$ cat src/rtl/jtag_ir_decoder_if.sv
// ---------------------------------------------------------------------------
// jtag_ir_decoder_if
//   Bundles the TAP-side strobes and the decoded data-register selects of the
//   JTAG instruction register so they can be passed as a single port.
//
//   Signals
//     tlr            TAP is in Test-Logic-Reset
//     capture_ir     Capture-IR strobe
//     shift_ir       Shift-IR strobe
//     update_ir      Update-IR strobe
//     tdi            serial data in
//     unlock         privileged opcodes permitted while high
//     ir_tdo         serial IR data out (LSB of the shift register)
//     ir_value       active (updated) opcode
//     bypass_select  BYPASS register selected
//     id_select      IDCODE register selected
//     bsr_select     boundary-scan register selected
//     bsr_mode       1 = EXTEST (drive pins), 0 = SAMPLE/PRELOAD
//     ahb_select     AHB access register selected
//     user_select    one-hot user data-register selects
//     violation      sticky flag: a privileged opcode was refused
//
//   Modports
//     master  TAP controller / data-register mux side
//     slave   instruction register / decoder side
// ---------------------------------------------------------------------------
interface jtag_ir_decoder_if #(
    parameter int unsigned IR_WIDTH = 5,
    parameter int unsigned NUM_USER = 4
);
    logic                tlr;
    logic                capture_ir;
    logic                shift_ir;
    logic                update_ir;
    logic                tdi;
    logic                unlock;
    logic                ir_tdo;
    logic [IR_WIDTH-1:0] ir_value;
    logic                bypass_select;
    logic                id_select;
    logic                bsr_select;
    logic                bsr_mode;
    logic                ahb_select;
    logic [NUM_USER-1:0] user_select;
    logic                violation;

    modport master (
        output tlr,
        output capture_ir,
        output shift_ir,
        output update_ir,
        output tdi,
        output unlock,
        input  ir_tdo,
        input  ir_value,
        input  bypass_select,
        input  id_select,
        input  bsr_select,
        input  bsr_mode,
        input  ahb_select,
        input  user_select,
        input  violation
    );

    modport slave (
        input  tlr,
        input  capture_ir,
        input  shift_ir,
        input  update_ir,
        input  tdi,
        input  unlock,
        output ir_tdo,
        output ir_value,
        output bypass_select,
        output id_select,
        output bsr_select,
        output bsr_mode,
        output ahb_select,
        output user_select,
        output violation
    );
endinterface

$ cat src/rtl/jtag_ir_decoder.sv
// ---------------------------------------------------------------------------
// jtag_ir_decoder
//   JTAG instruction register with a registered instruction decoder. Captures,
//   shifts and updates an IR_WIDTH-bit instruction and decodes the updated
//   opcode into one-hot data-register selects. User opcodes (and AHB when
//   LOCK_AHB = 1) are privileged: updating one while unlock is low forces the
//   BYPASS select and sets the sticky violation flag.
//
//   Ports
//     TCK    in   only clock, all state moves on the rising edge
//     TRST   in   synchronous, active-high reset
//     jtag   slave modport of jtag_ir_decoder_if (strobes in, selects out)
//
//   Parameters
//     IR_WIDTH    instruction length (>= 4)
//     NUM_USER    number of user data-register selects (>= 1)
//     HAS_IDCODE  reset instruction is IDCODE (1) or BYPASS (0)
//     LOCK_AHB    OP_AHB requires unlock like the user opcodes
//     OP_*        opcode assignments; BYPASS is always all-ones
// ---------------------------------------------------------------------------
module jtag_ir_decoder #(
    parameter int unsigned IR_WIDTH     = 5,
    parameter int unsigned NUM_USER     = 4,
    parameter bit          HAS_IDCODE   = 1'b1,
    parameter bit          LOCK_AHB     = 1'b1,
    parameter int unsigned OP_EXTEST    = 32'h00,
    parameter int unsigned OP_IDCODE    = 32'h01,
    parameter int unsigned OP_SAMPLE    = 32'h02,
    parameter int unsigned OP_PRELOAD   = 32'h03,
    parameter int unsigned OP_AHB       = 32'h04,
    parameter int unsigned OP_USER_BASE = 32'h10
) (
    input  logic             TCK,
    input  logic             TRST,
    jtag_ir_decoder_if.slave jtag
);

    // -----------------------------------------------------------------------
    // Opcode constants truncated to the instruction width
    // -----------------------------------------------------------------------
    localparam logic [IR_WIDTH-1:0] OP_BYPASS_W  = {IR_WIDTH{1'b1}};
    localparam logic [IR_WIDTH-1:0] OP_EXTEST_W  = OP_EXTEST[IR_WIDTH-1:0];
    localparam logic [IR_WIDTH-1:0] OP_IDCODE_W  = OP_IDCODE[IR_WIDTH-1:0];
    localparam logic [IR_WIDTH-1:0] OP_SAMPLE_W  = OP_SAMPLE[IR_WIDTH-1:0];
    localparam logic [IR_WIDTH-1:0] OP_PRELOAD_W = OP_PRELOAD[IR_WIDTH-1:0];
    localparam logic [IR_WIDTH-1:0] OP_AHB_W     = OP_AHB[IR_WIDTH-1:0];
    localparam logic [IR_WIDTH-1:0] RESET_OP     = HAS_IDCODE ? OP_IDCODE_W : OP_BYPASS_W;

    // One register per decoded select; exactly one of bypass/id/bsr/ahb/user
    // is set in any value produced by decode_op.
    typedef struct packed {
        logic                bypass;
        logic                id;
        logic                bsr;
        logic                bsr_mode;
        logic                ahb;
        logic [NUM_USER-1:0] user;
    } sel_t;

    // -----------------------------------------------------------------------
    // Helper functions
    // -----------------------------------------------------------------------

    // One-hot match of op against OP_USER_BASE + i; all-zero when no user
    // opcode matches.
    function automatic logic [NUM_USER-1:0] user_match(input logic [IR_WIDTH-1:0] op);
        logic [NUM_USER-1:0] hit;
        logic [IR_WIDTH-1:0] uop;
        hit = '0;
        for (int i = 0; i < int'(NUM_USER); i++) begin
            uop = IR_WIDTH'(OP_USER_BASE + 32'(i));
            if (op == uop) begin
                hit[i] = 1'b1;
            end else begin
                hit[i] = 1'b0;
            end
        end
        return hit;
    endfunction

    // First-match decode in the fixed order bypass, idcode, sample/preload,
    // extest, ahb, user; anything unrecognised falls back to bypass.
    function automatic sel_t decode_op(input logic [IR_WIDTH-1:0] op);
        sel_t s;
        s = '0;
        if (op == OP_BYPASS_W) begin
            s.bypass = 1'b1;
        end else if (op == OP_IDCODE_W) begin
            s.id = 1'b1;
        end else if ((op == OP_SAMPLE_W) || (op == OP_PRELOAD_W)) begin
            s.bsr      = 1'b1;
            s.bsr_mode = 1'b0;
        end else if (op == OP_EXTEST_W) begin
            s.bsr      = 1'b1;
            s.bsr_mode = 1'b1;
        end else if (op == OP_AHB_W) begin
            s.ahb = 1'b1;
        end else begin
            s.user = user_match(op);
            if (s.user == '0) begin
                s.bypass = 1'b1;
            end else begin
                s.bypass = 1'b0;
            end
        end
        return s;
    endfunction

    // A decoded select is privileged when it is a user select, or the AHB
    // select while AHB is locked. Evaluated after first-match decode so an
    // overlapping lower-priority privileged opcode never taints a public one.
    function automatic logic is_privileged(input sel_t s);
        return (|s.user) | (LOCK_AHB & s.ahb);
    endfunction

    // Select vector for the forced-bypass result of a refused update.
    function automatic sel_t bypass_sel();
        sel_t s;
        s        = '0;
        s.bypass = 1'b1;
        return s;
    endfunction

    // -----------------------------------------------------------------------
    // State
    // -----------------------------------------------------------------------
    logic [IR_WIDTH-1:0] shift_r;
    logic [IR_WIDTH-1:0] active_r;
    sel_t                sel_r;
    logic                violation_r;

    logic [IR_WIDTH-1:0] shift_nxt_s;
    logic [IR_WIDTH-1:0] active_nxt_s;
    sel_t                sel_nxt_s;
    logic                violation_nxt_s;

    logic [IR_WIDTH-1:0] capture_s;
    sel_t                dec_s;
    sel_t                rst_sel_s;

    // Decode of the reset opcode; constant after elaboration.
    assign rst_sel_s = decode_op(RESET_OP);

    // Decode of the shift register, used on the update edge.
    assign dec_s = decode_op(shift_r);

    // Capture pattern: status bits above the mandatory 2'b01 LSBs.
    always_comb begin
        capture_s    = '0;
        capture_s[3] = violation_r;
        capture_s[2] = ~jtag.unlock;
        capture_s[1] = 1'b0;
        capture_s[0] = 1'b1;
    end

    // Next-state logic; strobe priority tlr > update > capture > shift
    // (TRST is handled in the register process above all of these).
    always_comb begin
        shift_nxt_s     = shift_r;
        active_nxt_s    = active_r;
        sel_nxt_s       = sel_r;
        violation_nxt_s = violation_r;
        if (jtag.tlr) begin
            shift_nxt_s     = RESET_OP;
            active_nxt_s    = RESET_OP;
            sel_nxt_s       = rst_sel_s;
            violation_nxt_s = 1'b0;
        end else if (jtag.update_ir) begin
            // ir_value always reflects the shifted opcode, even when refused.
            active_nxt_s = shift_r;
            if (is_privileged(dec_s) && !jtag.unlock) begin
                sel_nxt_s       = bypass_sel();
                violation_nxt_s = 1'b1;
            end else begin
                sel_nxt_s       = dec_s;
                violation_nxt_s = violation_r;
            end
        end else if (jtag.capture_ir) begin
            shift_nxt_s = capture_s;
        end else if (jtag.shift_ir) begin
            // LSB leaves on ir_tdo, tdi enters at the MSB.
            shift_nxt_s = {jtag.tdi, shift_r[IR_WIDTH-1:1]};
        end else begin
            shift_nxt_s = shift_r;
        end
    end

    // State registers with synchronous TRST.
    always_ff @(posedge TCK) begin
        if (TRST) begin
            shift_r     <= RESET_OP;
            active_r    <= RESET_OP;
            sel_r       <= rst_sel_s;
            violation_r <= 1'b0;
        end else begin
            shift_r     <= shift_nxt_s;
            active_r    <= active_nxt_s;
            sel_r       <= sel_nxt_s;
            violation_r <= violation_nxt_s;
        end
    end

    // -----------------------------------------------------------------------
    // Outputs (all driven straight from registers)
    // -----------------------------------------------------------------------
    assign jtag.ir_tdo        = shift_r[0];
    assign jtag.ir_value      = active_r;
    assign jtag.bypass_select = sel_r.bypass;
    assign jtag.id_select     = sel_r.id;
    assign jtag.bsr_select    = sel_r.bsr;
    assign jtag.bsr_mode      = sel_r.bsr_mode;
    assign jtag.ahb_select    = sel_r.ahb;
    assign jtag.user_select   = sel_r.user;
    assign jtag.violation     = violation_r;

endmodule

$ cat src/flat_wrapper.sv
// flat-port wrapper written by rule: the top's interface ports become plain ports
module jtag_ir_decoder_flat 
#(
    parameter int unsigned IR_WIDTH     = 5,
    parameter int unsigned NUM_USER     = 4,
    parameter bit          HAS_IDCODE   = 1'b1,
    parameter bit          LOCK_AHB     = 1'b1,
    parameter int unsigned OP_EXTEST    = 32'h00,
    parameter int unsigned OP_IDCODE    = 32'h01,
    parameter int unsigned OP_SAMPLE    = 32'h02,
    parameter int unsigned OP_PRELOAD   = 32'h03,
    parameter int unsigned OP_AHB       = 32'h04,
    parameter int unsigned OP_USER_BASE = 32'h10
)
  (TCK, TRST, jtag_tlr, jtag_capture_ir, jtag_shift_ir, jtag_update_ir, jtag_tdi, jtag_unlock, jtag_ir_tdo, jtag_ir_value, jtag_bypass_select, jtag_id_select, jtag_bsr_select, jtag_bsr_mode, jtag_ahb_select, jtag_user_select, jtag_violation);
  jtag_ir_decoder_if #(.IR_WIDTH(IR_WIDTH), .NUM_USER(NUM_USER)) jtag_i ();
  input  logic TCK;
  input  logic TRST;
  input wire logic [$bits(jtag_i.tlr)-1:0] jtag_tlr;
  input wire logic [$bits(jtag_i.capture_ir)-1:0] jtag_capture_ir;
  input wire logic [$bits(jtag_i.shift_ir)-1:0] jtag_shift_ir;
  input wire logic [$bits(jtag_i.update_ir)-1:0] jtag_update_ir;
  input wire logic [$bits(jtag_i.tdi)-1:0] jtag_tdi;
  input wire logic [$bits(jtag_i.unlock)-1:0] jtag_unlock;
  output wire logic [$bits(jtag_i.ir_tdo)-1:0] jtag_ir_tdo;
  output wire logic [$bits(jtag_i.ir_value)-1:0] jtag_ir_value;
  output wire logic [$bits(jtag_i.bypass_select)-1:0] jtag_bypass_select;
  output wire logic [$bits(jtag_i.id_select)-1:0] jtag_id_select;
  output wire logic [$bits(jtag_i.bsr_select)-1:0] jtag_bsr_select;
  output wire logic [$bits(jtag_i.bsr_mode)-1:0] jtag_bsr_mode;
  output wire logic [$bits(jtag_i.ahb_select)-1:0] jtag_ahb_select;
  output wire logic [$bits(jtag_i.user_select)-1:0] jtag_user_select;
  output wire logic [$bits(jtag_i.violation)-1:0] jtag_violation;
  assign jtag_i.tlr = jtag_tlr;
  assign jtag_i.capture_ir = jtag_capture_ir;
  assign jtag_i.shift_ir = jtag_shift_ir;
  assign jtag_i.update_ir = jtag_update_ir;
  assign jtag_i.tdi = jtag_tdi;
  assign jtag_i.unlock = jtag_unlock;
  assign jtag_ir_tdo = jtag_i.ir_tdo;
  assign jtag_ir_value = jtag_i.ir_value;
  assign jtag_bypass_select = jtag_i.bypass_select;
  assign jtag_id_select = jtag_i.id_select;
  assign jtag_bsr_select = jtag_i.bsr_select;
  assign jtag_bsr_mode = jtag_i.bsr_mode;
  assign jtag_ahb_select = jtag_i.ahb_select;
  assign jtag_user_select = jtag_i.user_select;
  assign jtag_violation = jtag_i.violation;
  jtag_ir_decoder #(.IR_WIDTH(IR_WIDTH), .NUM_USER(NUM_USER), .HAS_IDCODE(HAS_IDCODE), .LOCK_AHB(LOCK_AHB), .OP_EXTEST(OP_EXTEST), .OP_IDCODE(OP_IDCODE), .OP_SAMPLE(OP_SAMPLE), .OP_PRELOAD(OP_PRELOAD), .OP_AHB(OP_AHB), .OP_USER_BASE(OP_USER_BASE)) u_core (.TCK(TCK), .TRST(TRST), .jtag(jtag_i));
endmodule
$ cat config.mk
export PLATFORM = sky130hd
export DESIGN_NAME = jtag_ir_decoder_flat
export DESIGN_NICKNAME = d
export VERILOG_FILES = /design/src/rtl/jtag_ir_decoder_if.sv /design/src/rtl/jtag_ir_decoder.sv /design/src/flat_wrapper.sv
export SDC_FILE = /design/constraint.sdc
export NUM_CORES = 1
export LEC_CHECK = 0
export BUFFER_PORTS_ARGS = -buffer_cell sky130_fd_sc_hd__clkbuf_2
export CORE_MARGIN = 4
export CORE_UTILIZATION = 49
export CTS_CLUSTER_DIAMETER = 60
export DETAILED_ROUTE_END_ITERATION = 10
export PLACE_DENSITY = 0.74
export SYNTH_ARGS = -nofsm -noshare
export SYNTH_HDL_FRONTEND = slang
export SYNTH_SLANG_ARGS = --single-unit
$ cat constraint.sdc
create_clock -name TCK -period 1.5 [get_ports TCK]
set_input_delay 0 -clock TCK [delete_from_list [all_inputs] [get_ports TCK]]
set_output_delay 0 -clock TCK [all_outputs]
set_load 0.01 [all_outputs]
==> run summary <==
A synthesized cell averages 9.66 µm². The number of buffers created by CTS is 3. The share of the clock period used by the worst path was 0.896; the leakage power figure was 0.430 nW.

Final critical-path required period: 1340 ps. The number of buffers and inverters on the critical path was 3; the insertion delay to the later sink of the worst-skew pair was 300 ps. Proportion of netlist area held by the largest area contributor: 0.460. The worst hold path class is in -> reg. After detailed routing, the number of remaining DRC violations is 0. Fraction of registers with async set/reset: 0. The number of antenna violations at the first check in global routing was 0; the horizontal extent of the die was 50.1 µm. Among all stages on the critical path, the largest delay is contributed by sky130_fd_sc_hd__dlygate4sd3_1. The initial core utilization is 0.546. The worst setup path is of the in -> reg kind. Initial DRC count: 8. The most repeated cell in the gate-level netlist after synthesis is sky130_fd_sc_hd__dfxtp_1.

The critical path goes through dlygate4sd3_1, clkbuf_2, nor2_2, dlygate4sd3_1, o21ai_0. Power density over cell area: 891 mW/mm². In this run, distinct cell masters in the synthesized netlist total 35. Measured along the y axis, the die boundary spans 50.1 µm. The area growth from synthesis to layout is 21.4%. In this run the clock root is driven by a sky130_fd_sc_hd__clkbuf_4. The clock skew is 3.06 ps. Setup repair after global routing left no endpoint under its margin. For the worst setup path, the data required time is 1700 ps. The logs give 14 for the number of placement rows and 0 for the total count of hold-check failures in the final report. For the total number of vias, the log shows 738. Most common flop cell mapped by yosys: sky130_fd_sc_hd__dfxtp_1. The largest buffer count on any clock path came out at 2.

The cell family with the largest share of critical-path delay is buffers and inverters. The share of layout cells above drive strength 1 was 0.313. The most area-hungry cell type in the Yosys netlist is sky130_fd_sc_hd__dfxtp_1. Counting flops with a built-in enable in the synthesized netlist gives 0. The run finished with clean final reports.

Routability-driven placement finished with a final weighted congestion of 0.779. Ranked by total cell area, the synthesized netlist is headed by sky130_fd_sc_hd__dfxtp_1 (46%), sky130_fd_sc_hd__mux2i_1 (6.9%), sky130_fd_sc_hd__nor2_1 (5.2%). The actual transition at the worst max-transition pin is 339 ps. IR analysis of the VDD net gives a maximum drop of 669 µV. During synthesis, Yosys emitted a total of 0 warnings. For the final routed database, the setup TNS stands at 0 ps. The net total in the final layout came out at 124. The total congestion overflow was 0; the H-tree level count was 1. The antenna diode count is 0. For the global-route usage over all layers, the log shows 0.166. During I/O placement, the number of pins put on the boundary was 24. Proportion of synthesized chip area in sequential cells: 0.460. The via density per instance was 5.31. The detailed-route wire length per cell is 13.2 µm. The max-slew violation total from the final report is 0. After detailed routing, the total wire length is 1.84 mm.

Max-cap violations in this run came to 0. Synthesis produced a netlist with a net count of 98. Buffers added to address setup during post-CTS repair amount to 0. Synthesis inferred 20 register bits. The worst setup path is captured at a flip-flop. On the final layout, the worst hold slack is 13.2 ps. Based on the critical path, the design can be clocked at up to 744 MHz. Port buffering added 23 buffers. Setup violations remaining at the end of the flow were counted as 0. Counting the fill cells in the layout gives 137. The die covers 0.00251 mm².

The via count of the first global-routing pass is 670, and the number of clock sinks seen by CTS is 20. The mapped netlist covers 870 µm². In this design, the stage delay of the slowest critical-path cell is 630 ps. Entering global routing, the biggest net connects 17 pins.

The pre-antenna-repair detailed-routing pass consisted of 4 iterations. The tools report the data arrival time of the worst path as 1540 ps. The cell with the most instances on the worst path is sky130_fd_sc_hd__dlygate4sd3_1. After clock tree synthesis, the clock-pin slew on the worst setup and hold paths is 110 ps. The run gives 90 as the cell count after synthesis. After synthesis, the most frequently instantiated cells are sky130_fd_sc_hd__dfxtp_1 (20), sky130_fd_sc_hd__nor2_1 (12), sky130_fd_sc_hd__nand2_1 (8), sky130_fd_sc_hd__a21oi_1 (6), sky130_fd_sc_hd__mux2i_1 (6). The count of antenna-violating nets left after detailed routing came out at 0. STA classifies the critical path startpoint as an input pin. The remaining max-slew budget at the tightest pin was 0.774.

For the global-route wire length before repair, the log shows 3.17 mm. The core footprint came out at 0.00159 mm². Along the worst path, the maximum fanout reaches 6. The wire-length estimate of the detail-placed layout is 1.30 mm. TritonCTS built the clock tree.
==> sequential cells by signal, summed over array words and instances (netlist names) <==
signal,flops
u_core.jtag.bsr_select,1
u_core.jtag.ir_value,5
u_core.shift_r,5
u_core.jtag.violation,1
u_core.jtag.bypass_select,1
u_core.jtag.ahb_select,1
u_core.jtag.user_select,4
u_core.jtag.id_select,1
u_core.jtag.bsr_mode,1
==> worst reg2reg max path: stages, from the launching register on <==
cell                      delay (ps)
sky130_fd_sc_hd__dfxtp_1         520
sky130_fd_sc_hd__nor4b_2         260
sky130_fd_sc_hd__a21oi_1          70
sky130_fd_sc_hd__o41ai_2         270
==> stage by stage <==
step	util	cell area (µm²)	worst slack (ps)	power [W]	cells
after floorplan	-	870	401	0.000615	90
after global placement	0.613	977	327	0.000635	131
after detailed placement	0.613	977	304	0.000636	131
after CTS	0.661	1050	75.3	0.000956	139
after global routing	0.662	1060	97.4	0.000994	139
final	0.662	1060	155	0.000941	139
==> path summary, 6_finish.rpt <==
path,startpoint,end,slack [ps],depth (start not counted)
max,jtag_tlr,u_core.shift_r[0],160,5
min,TRST,u_core.jtag.bypass_select,10,4
max reg2reg,u_core.shift_r[2],u_core.jtag.violation,300,3
min reg2reg,u_core.jtag.user_select[2],u_core.jtag.user_select[2],480,2
==> area by class of cell <==
type | instances | area [µm²] | area share
Sequential cell | 20 | 400 | 0.379
Inverter | 2 | 7.51 | 0.00711
Multi-Input combinational cell | 62 | 427 | 0.404
Clock buffer | 4 | 36.3 | 0.0344
Timing Repair Buffer | 27 | 155 | 0.147
Tap cell | 24 | 30.0 | 0.0284
==> cells by family after synthesis <==
family | synth area share
and+or+nand+nor | 0.246
AOI/OAI and AO/OA | 0.173
muxes | 0.0691
DFF | 0.460
buffers and inverters | 0.0518
==> layout by cell type (no fill, tap or decap), drive strengths merged, types with 2 or more instances in the layout <==
cell type,count
mux2i,6
a21oi,6
nand2,8
o21ai,2
a32oi,2
dlygate4sd3,4
a211oi,2
clkbuf,27
nand2b,3
inv,2
nor4b,2
dfxtp,20
nor2,12
==> report_power, final <==
group | total (W) | switching (W) | internal [W]
sequential | 0.000546 | 0.00000889 | 0.000537
clock | 0.000308 | 0.000160 | 0.000148
combinational | 0.0000870 | 0.0000483 | 0.0000387
==> repair_timing <==
| action | CTS | global route |
|---|---|---|
| endpoints found under the hold margin | 4 | 0 |
| setup endpoints to repair | 0 | 1 |
| hold buffers | 4 | 0 |
| resized for setup | 0 | 1 |
==> routing by layer <==
metal | vias up | global-route usage | wire, µm
met5 | - | 0 | 0
met4 | 0 | 0.0968 | 27
met3 | 4 | 0.0392 | 98
met2 | 29 | 0.241 | 847
met1 | 335 | 0.222 | 867
li1 | 370 | - | -
Power figures use the tool's default switching activity.
